===== src/rtl/reg_file_sb.sv =====
// reg_file_sb: integer register file with two bypassed read ports and a
// per-register pending-load scoreboard. Register 0 is hardwired to zero and
// never tracks loads.
//
// Load issue handshake: the issue is accepted on a rising edge when
// i_rf_ld_issue=1 and o_rf_sb_full=0. When o_rf_sb_full=1 the issue is
// dropped, and decode must hold i_rf_ld_issue/i_rf_ld_rdst until full drops.
module reg_file_sb #(
    parameter  int WIDTH = 32,
    parameter  int NREGS = 32,
    parameter  int CNT_W = 2,
    localparam int AW    = $clog2(NREGS)
) (
    input  logic             clk,
    input  logic             rst,
    input  logic [AW-1:0]    i_rf_raddr_a,
    input  logic [AW-1:0]    i_rf_raddr_b,
    output logic [WIDTH-1:0] o_rf_rdata_a,
    output logic [WIDTH-1:0] o_rf_rdata_b,
    output logic             o_rf_busy_a,
    output logic             o_rf_busy_b,
    input  logic [AW-1:0]    i_rf_waddr,
    input  logic             i_rf_we,
    input  logic [WIDTH-1:0] i_rf_wdata,
    input  logic             i_rf_wb_is_load,
    input  logic             i_rf_ld_issue,
    input  logic [AW-1:0]    i_rf_ld_rdst,
    input  logic             i_rf_ld_cancel,
    input  logic [AW-1:0]    i_rf_ld_cancel_rdst,
    output logic             o_rf_sb_full
);

    // Extended width so count + one increment never wraps before subtracting.
    localparam int EW = CNT_W + 2;
    localparam logic [CNT_W-1:0] CNT_MAX = '1;

    logic [WIDTH-1:0] regs     [NREGS];
    logic [CNT_W-1:0] cnt      [NREGS];
    logic [CNT_W-1:0] cnt_next [NREGS];
    logic [1:0]       dec_n    [NREGS];
    logic [EW-1:0]    sum_v    [NREGS];
    logic             inc_v    [NREGS];
    logic [NREGS-1:0] busy_vec;

    logic wr_en;
    assign wr_en = i_rf_we && (i_rf_waddr != '0);

    // Per-register decrement count, accepted increment and next counter value.
    always_comb begin
        busy_vec = '0;
        for (int r = 0; r < NREGS; r++) begin
            dec_n[r] = {1'b0, (i_rf_we && i_rf_wb_is_load && (i_rf_waddr == AW'(r))
                               && (cnt[r] != '0))}
                     + {1'b0, (i_rf_ld_cancel && (i_rf_ld_cancel_rdst == AW'(r))
                               && (cnt[r] != '0))};
            // A saturated counter still accepts an issue if a slot frees this cycle.
            inc_v[r] = i_rf_ld_issue && (i_rf_ld_rdst == AW'(r))
                     && ((cnt[r] != CNT_MAX) || (dec_n[r] != 2'd0));
            sum_v[r] = EW'(cnt[r]) + EW'(inc_v[r]);
            if (r == 0) begin
                cnt_next[r] = '0;
            end else if (sum_v[r] > EW'(dec_n[r])) begin
                cnt_next[r] = CNT_W'(sum_v[r] - EW'(dec_n[r]));
            end else begin
                cnt_next[r] = '0;
            end
            // A load completing or cancelling this cycle already clears busy.
            busy_vec[r] = (r != 0) && (EW'(cnt[r]) > EW'(dec_n[r]));
        end
    end

    // Register storage: one-cycle write latency, register 0 never written.
    always_ff @(posedge clk or negedge rst) begin
        if (!rst) begin
            for (int r = 0; r < NREGS; r++) regs[r] <= '0;
        end else if (wr_en) begin
            regs[i_rf_waddr] <= i_rf_wdata;
        end
    end

    // Pending-load counters advance together every cycle.
    always_ff @(posedge clk or negedge rst) begin
        if (!rst) begin
            for (int r = 0; r < NREGS; r++) cnt[r] <= '0;
        end else begin
            cnt <= cnt_next;
        end
    end

    // Read ports with write-through bypass; all outputs forced to 0 in reset.
    always_comb begin
        o_rf_rdata_a = '0;
        o_rf_rdata_b = '0;
        o_rf_busy_a  = 1'b0;
        o_rf_busy_b  = 1'b0;
        o_rf_sb_full = 1'b0;
        if (rst) begin
            o_rf_rdata_a = (wr_en && (i_rf_waddr == i_rf_raddr_a)) ? i_rf_wdata
                                                                   : regs[i_rf_raddr_a];
            o_rf_rdata_b = (wr_en && (i_rf_waddr == i_rf_raddr_b)) ? i_rf_wdata
                                                                   : regs[i_rf_raddr_b];
            o_rf_busy_a  = busy_vec[i_rf_raddr_a];
            o_rf_busy_b  = busy_vec[i_rf_raddr_b];
            o_rf_sb_full = i_rf_ld_issue && (i_rf_ld_rdst != '0)
                         && (cnt[i_rf_ld_rdst] == CNT_MAX) && (dec_n[i_rf_ld_rdst] == 2'd0);
        end
    end

endmodule


===== config.mk =====
export PLATFORM = sky130hd
export DESIGN_NAME = reg_file_sb
export DESIGN_NICKNAME = d
export VERILOG_FILES = /design/src/rtl/reg_file_sb.sv
export SDC_FILE = /design/constraint.sdc
export NUM_CORES = 2
export LEC_CHECK = 0
export CORE_MARGIN = 2
export CORE_UTILIZATION = 40
export CTS_CLUSTER_SIZE = 30
export DETAILED_ROUTE_END_ITERATION = 8
export PLACE_DENSITY = 0.58
export REMOVE_ABC_BUFFERS = 1
export SLEW_MARGIN = 20
export SYNTH_ARGS = -nofsm -noshare
export SYNTH_HDL_FRONTEND = slang
export SYNTH_SLANG_ARGS = --single-unit

===== constraint.sdc =====
create_clock -name clk -period 6.07 [get_ports clk]
set_input_delay 1.214 -clock clk [delete_from_list [all_inputs] [get_ports clk]]
set_output_delay 1.214 -clock clk [all_outputs]
set_load 0.05 [all_outputs]

; Word-level counts from Yosys, hierarchy flattened
; Index checks and enable logic that the tools add are counted.
[word_totals]
regBits = 1086
word_cells = 703
[op_classes]
add_sub_neg = 93
n_lt_le_gt_ge = 69
n_eq_ne = 127
mux = 57
n_bitwise = 4
n_reduce_logical = 290
[ops]
columns = op, n
row1 = $bwmux W1024, 1
row2 = $bmux W32 S5, 2
row3 = $mux W32, 9
row4 = $eq A5 B5 Y1 const B, 48
row5 = $logic_and A1 B1 Y1, 194
row6 = $demux W32 S5, 1
row7 = $reduce_bool A2 Y1, 62
row8 = $eq A5 B4 Y1 const B, 24
row9 = $add A2 B1 Y3, 31
row10 = $gt A3 B2 Y1, 31
row11 = $mux W2, 35
row12 = $add A1 B1 Y2, 31
row13 = $gt A2 B2 Y1, 31
row14 = $ne A2 B2 Y1 const B, 31
row15 = $sub A2 B2 Y2, 31
row16 = $eq A5 B3 Y1 const B, 12
row17 = $logic_or A1 B1 Y1, 31
row18 = $eq A5 B2 Y1 const B, 6
row19 = $ge A6 B6 Y1 const B, 4
row20 = $not A5 Y6, 4
row21 = $bmux W2 S5, 2
row22 = $eq A5 B1 Y1 const B, 3
row23 = $lt A5 B6 Y1 const B, 2
row24 = $bmux W1 S5, 2
row25 = other kinds (6), 12

; Depth between registers and ports, before layout
[logic_depth]
ltp_word = 10
mapped_depth = 14

; Worst setup path after synthesis
; Ideal clock, no wire load.
[synth_path]
kind = in2out
from = input i_rf_waddr[3]
to = output o_rf_busy_a
arrival_ns = 4.428
setup_slack_ns = 0.428
path_stages = 14
path_cell_list = clkbuf_1 -> or3b_1 -> clkbuf_1 -> or3_1 -> inv_1 -> ha_1 -> inv_1 -> ha_1 -> nor2b_1 -> o21ai_0 -> o31ai_1 -> a211oi_1 -> or3_1 -> a31oi_1
[synth_via]
elab_chain_len = 8
elab_cells_between_ends = 158
[synth_rtl]
columns = item, line_no
row1 = "start, declared", 22  ; input logic [AW-1:0] i_rf_waddr,
row2 = "$eq A5 B1 Y1, or another cell as far along", 52  ; dec_n[r] = {1'b0, (i_rf_we && i_rf_wb_is_load && (i_rf_waddr == AW'(r))
row3 = $logic_and A1 B1 Y1, 52
row4 = $logic_and A1 B1 Y1, 53  ; && (cnt[r] != '0))}
row5 = $add A1 B1 Y2, 54  ; + {1'b0, (i_rf_ld_cancel && (i_rf_ld_cancel_rdst == AW'(r))
row6 = $gt A2 B2 Y1, 68  ; busy_vec[r] = (r != 0) && (EW'(cnt[r]) > EW'(dec_n[r]));
row7 = $bmux W1 S5 *, 102  ; o_rf_busy_a = busy_vec[i_rf_raddr_a];
row8 = $mux W1 (not written as such) *, 102
row9 = $mux W1 *, 97  ; if (rst) begin
row10 = "end, declared", 20  ; output logic o_rf_busy_a,
; Every way passes the cells marked *; elsewhere a longest branch is shown, timed or not. The select of a mux whose other input is x is not followed.

; Worst setup path in the final report
[layout_path]
from = input i_rf_ld_cancel_rdst[1]
to = output o_rf_busy_b
[layout_via]
elab_chain_len = 8
elab_cells_between_ends = 158
[layout_rtl]
columns = item, line_no
row1 = "start, declared", 29  ; input logic [AW-1:0] i_rf_ld_cancel_rdst,
row2 = "$eq A5 B1 Y1, or another cell as far along", 54
row3 = $logic_and A1 B1 Y1, 54
row4 = $logic_and A1 B1 Y1, 55  ; && (cnt[r] != '0))};
row5 = $add A1 B1 Y2, 54
row6 = $gt A2 B2 Y1, 68
row7 = $bmux W1 S5 *, 103  ; o_rf_busy_b = busy_vec[i_rf_raddr_b];
row8 = $mux W1 (not written as such) *, 103
row9 = $mux W1 *, 97
row10 = "end, declared", 21  ; output logic o_rf_busy_b,
; Marked as above.

==> summary.md <==
| Metric | Value |
|---|---|
| Status | `finished, final reports clean` |
| R2R Path End | `cnt[52]` |
| Iter 0 DRT Violations | `4688` |
| Max Slew Vio Count | `0` |
| Highest Clock Rate | `0.168 GHz` |
| Largest family of logic cells by synthesized area | `multiplexers` |
| Clk pin slew, worst setup/hold paths | `60 ps` |
| Crit share post-route | `97.9%` |
| Vias in the first global route | `48300` |
| Die H | `409 um` |
| Fin. Hold Viols | `0` |
| Relative slew margins | `24.8%` |
| Clock insertion delay at the later pin of the skew report | `780 ps` |
| Port buffer count | `129` |
| Crit path capture | `o_rf_busy_b` |
| Post-route ant nets | `0` |
| CTS Buf Count | `130` |
| Mux contribution to synthesized area | `35.2%` |
| WS Path Type | `primary input to output port` |
| Post-DR wirelength/cell | `30.1 um` |
| Count leader, synth | `dfrtp_1` |
| XOR/XNOR share of the synthesized area | `0.133%` |
| Core Rows | `148` |
| # IOs | `130` |
| Starting Density | `40.3%` |
| Synth Area in Simple Gates | `5.05%` |
| Synth warnings | `0` |
| Hold slack | `284 ps` |
| Leakage power total | `33.7 nW` |
| Final setup fails | `0` |
| Average size of a mapped cell | `12.4 um2` |
| Final Critical Period | `5940 ps` |
| Area growth from synthesis to layout | `15.1%` |
| Critical path peak fanout | `8` |
| Global placer's final weighted congestion | `0.878` |
| Vias | `47900` |
| Fraction of layout cells with a size suffix above 1 | `36.2%` |
| Post-synth ARST share | `100%` |
| Synth Area in Adders | `5.07%` |
| First-pass GRT wire length | `336 mm` |
| Setup crit end kind | `output port` |
| CTS Sinks | `1086` |
| Tightest Pin Transition | `1130 ps` |
| Netlist cell types | `74` |
| TritonCTS clock tree | `built` |
| Worst R2R Start | `cnt[53]` |
| Clock root buffer | `clkbuf_16` |
| Max-cap viol count | `0` |
| Primary FF master, synth | `dfrtp_1` |
| H-tree depth | `4` |
| Fin worst setup slack | `129 ps` |
| Clk_skew | `18.1 ps` |
| Sequential share of the synthesized area | `41.3%` |
| #FFs+latches synth | `1086` |
| Worst slack, placed | `-127 ps` |
| Worst EP required | `4860 ps` |
| Core area | `0.163 mm2` |
| Nets | `5650` |
| R2r worst-path depth | `9` |
| Final WL | `229 mm` |
| Synth top area cells | `dfrtp_1 (41%), mux2_2 (17%), mux4_2 (11%)` |
| Full die area | `0.168 mm2` |
| HPWL Detailed | `138 mm` |
| Total grt overflow | `0` |
| Die W | `409 um` |
| Cell taking the most area after synthesis | `dfrtp_1` |
| Max IR drop VDD | `0.269 mV` |
| Mapped cell area | `0.0657 mm2` |
| CTS Buffer Depth | `3` |
| Synth cell count leaders | `dfrtp_1 (1086), mux2_2 (1000), mux2i_1 (479), clkbuf_1 (321), mux4_2 (310)` |
| Pre-Repair DR Iteration Count | `6` |
| Gate Count Post-Synth | `5296` |
| Setup crit start kind | `primary input` |
| Hold Crit Class | `primary input to async pin` |
| Total track usage | `27.0%` |
| Synth Area in Compound Gates | `8.33%` |
| Reg2Reg Setup Slack | `3120 ps` |
| Initial antenna violation count | `7` |
| Number of synthesized flops with an enable pin | `0` |
| Setup TNS | `0 ps` |
| Worst setup path startpoint | `i_rf_ld_cancel_rdst[1]` |
| Largest net degree at the start of global routing | `163` |
| Via density | `6.29` |
| PwrDens | `311 mW/mm2` |
| Remaining DRCs | `0` |
| Top-area cell type share of the netlist area | `41.3%` |
| WP data arrival | `4730 ps` |
-- power breakdown --
part           internal (mW)  leakage (nW)  switching [mW]
sequential              8.63          14.0            1.10
combinational           2.82          17.5            2.56
clock                   5.07          2.25            3.36
-- worst max-delay path: stages --
cell and delay, ps:
clkdlybuf4s50_1 470, nand2b_1 440, or3_1 500, inv_1 70, ha_1 150, inv_1 50
ha_1 270, nor2b_1 120, o21ai_0 110, mux4_2 490, nor3b_1 150, nor4_1 230
o2bb2ai_1 160, buf_4 150, buf_12 130
-- logic make-up (layout without fill, tap and decap cells) --
group                      after synthesis  after routing
AOI/OAI and AO/OA                      754            754
xor gates and xnor gates                10             10
adders and majority gates              248            248
buffers and inverters                  741            882
DFF                                   1086           1086
muxes                                 1799           1799
other                                    0              3
and+or+nand+nor                        658            658
-- per-layer routing --
layer  track usage [%]  routed length [um]  vias up
li1                  -                   -    20000
met1              37.1               97100    25400
met2              42.6              106000     2001
met3              4.79               16500      533
met4              10.5                9790        4
met5                 0                  27        -
-- through the flow --
| stage | total power [mW] | instance area (um2) | util [%] | instances |
|---|---|---|---|---|
| floorplan | 13.0 | 63500 | - | 4798 |
| global placement | 15.0 | 71000 | 43.6 | 7380 |
| detailed placement | 15.1 | 71000 | 43.6 | 7380 |
| CTS | 23.6 | 75600 | 46.4 | 7610 |
| global route | 24.6 | 75700 | 46.4 | 7612 |
| finish | 23.5 | 75700 | 46.4 | 7615 |
-- how the worst min path moves through the flow --
| stage | from | end | slack [ps] | cells past startpoint |
|---|---|---|---|---|
| 2_1_floorplan | regs[1006] | regs[1006] | 370 | 0 |
| 6_report | rst | cnt[53] | 280 | 1 |
| 3_5_place_dp | regs[1011] | regs[1011] | 390 | 0 |
| 3_3_place_gp | regs[1006] | regs[1006] | 380 | 0 |
| 4_1_cts | rst | cnt[53] | 240 | 1 |
| 5_1_grt | rst | cnt[53] | 270 | 1 |
-- cell usage in the layout, fill, tap and decap left out, drive strengths merged, types with 10 or more instances in the layout --
master / netlist / layout
bufinv: 0 / 16
clkbuf: 321 / 186
a22oi: 80 / 80
nand2b: 54 / 54
o21ai: 168 / 168
a31oi: 20 / 20
nor2: 172 / 172
nand2: 122 / 122
o221ai: 16 / 16
a211oi: 13 / 13
o211ai: 23 / 23
o31ai: 21 / 21
clkdlybuf4s50: 0 / 34
a221o: 87 / 87
a311oi: 39 / 39
mux2i: 479 / 479
dfrtp: 1086 / 1086
buf: 177 / 368
nor2b: 44 / 44
nor3: 23 / 23
fa: 31 / 31
a221oi: 108 / 108
nand3b: 34 / 34
a21oi: 122 / 122
mux4: 310 / 310
nand3: 72 / 72
nand4: 14 / 14
mux2: 1010 / 1010
clkinv: 3 / 23
or2: 10 / 10
or3: 98 / 98
ha: 217 / 217
inv: 240 / 248
-- cell type report --
| cell class | instances | area [um2] |
|---|---|---|
| fill | 14700 | 87300 |
| multi-input combinational | 3469 | 35800 |
| sequential | 1086 | 27200 |
| timing repair buffer | 409 | 4500 |
| clock buffer | 185 | 3790 |
| tap | 2175 | 2720 |
| inverter | 243 | 917 |
| clock inverter | 45 | 796 |
| antenna | 3 | 7.51 |
-- sequential cells by signal, indices dropped and copies added, names as in the netlist --
signal,count
regs,1024
cnt,62
-- timing repair --
action / CTS / global route
setup buffers: 0 / 2
hold buffers: 0 / 0
endpoints found under the setup margin: 1 / 2
pin swaps: 0 / 3
gates resized for setup: 2 / 29
hold endpoints to repair: 0 / 0
Note: power is estimated with default switching activity, not from simulation.
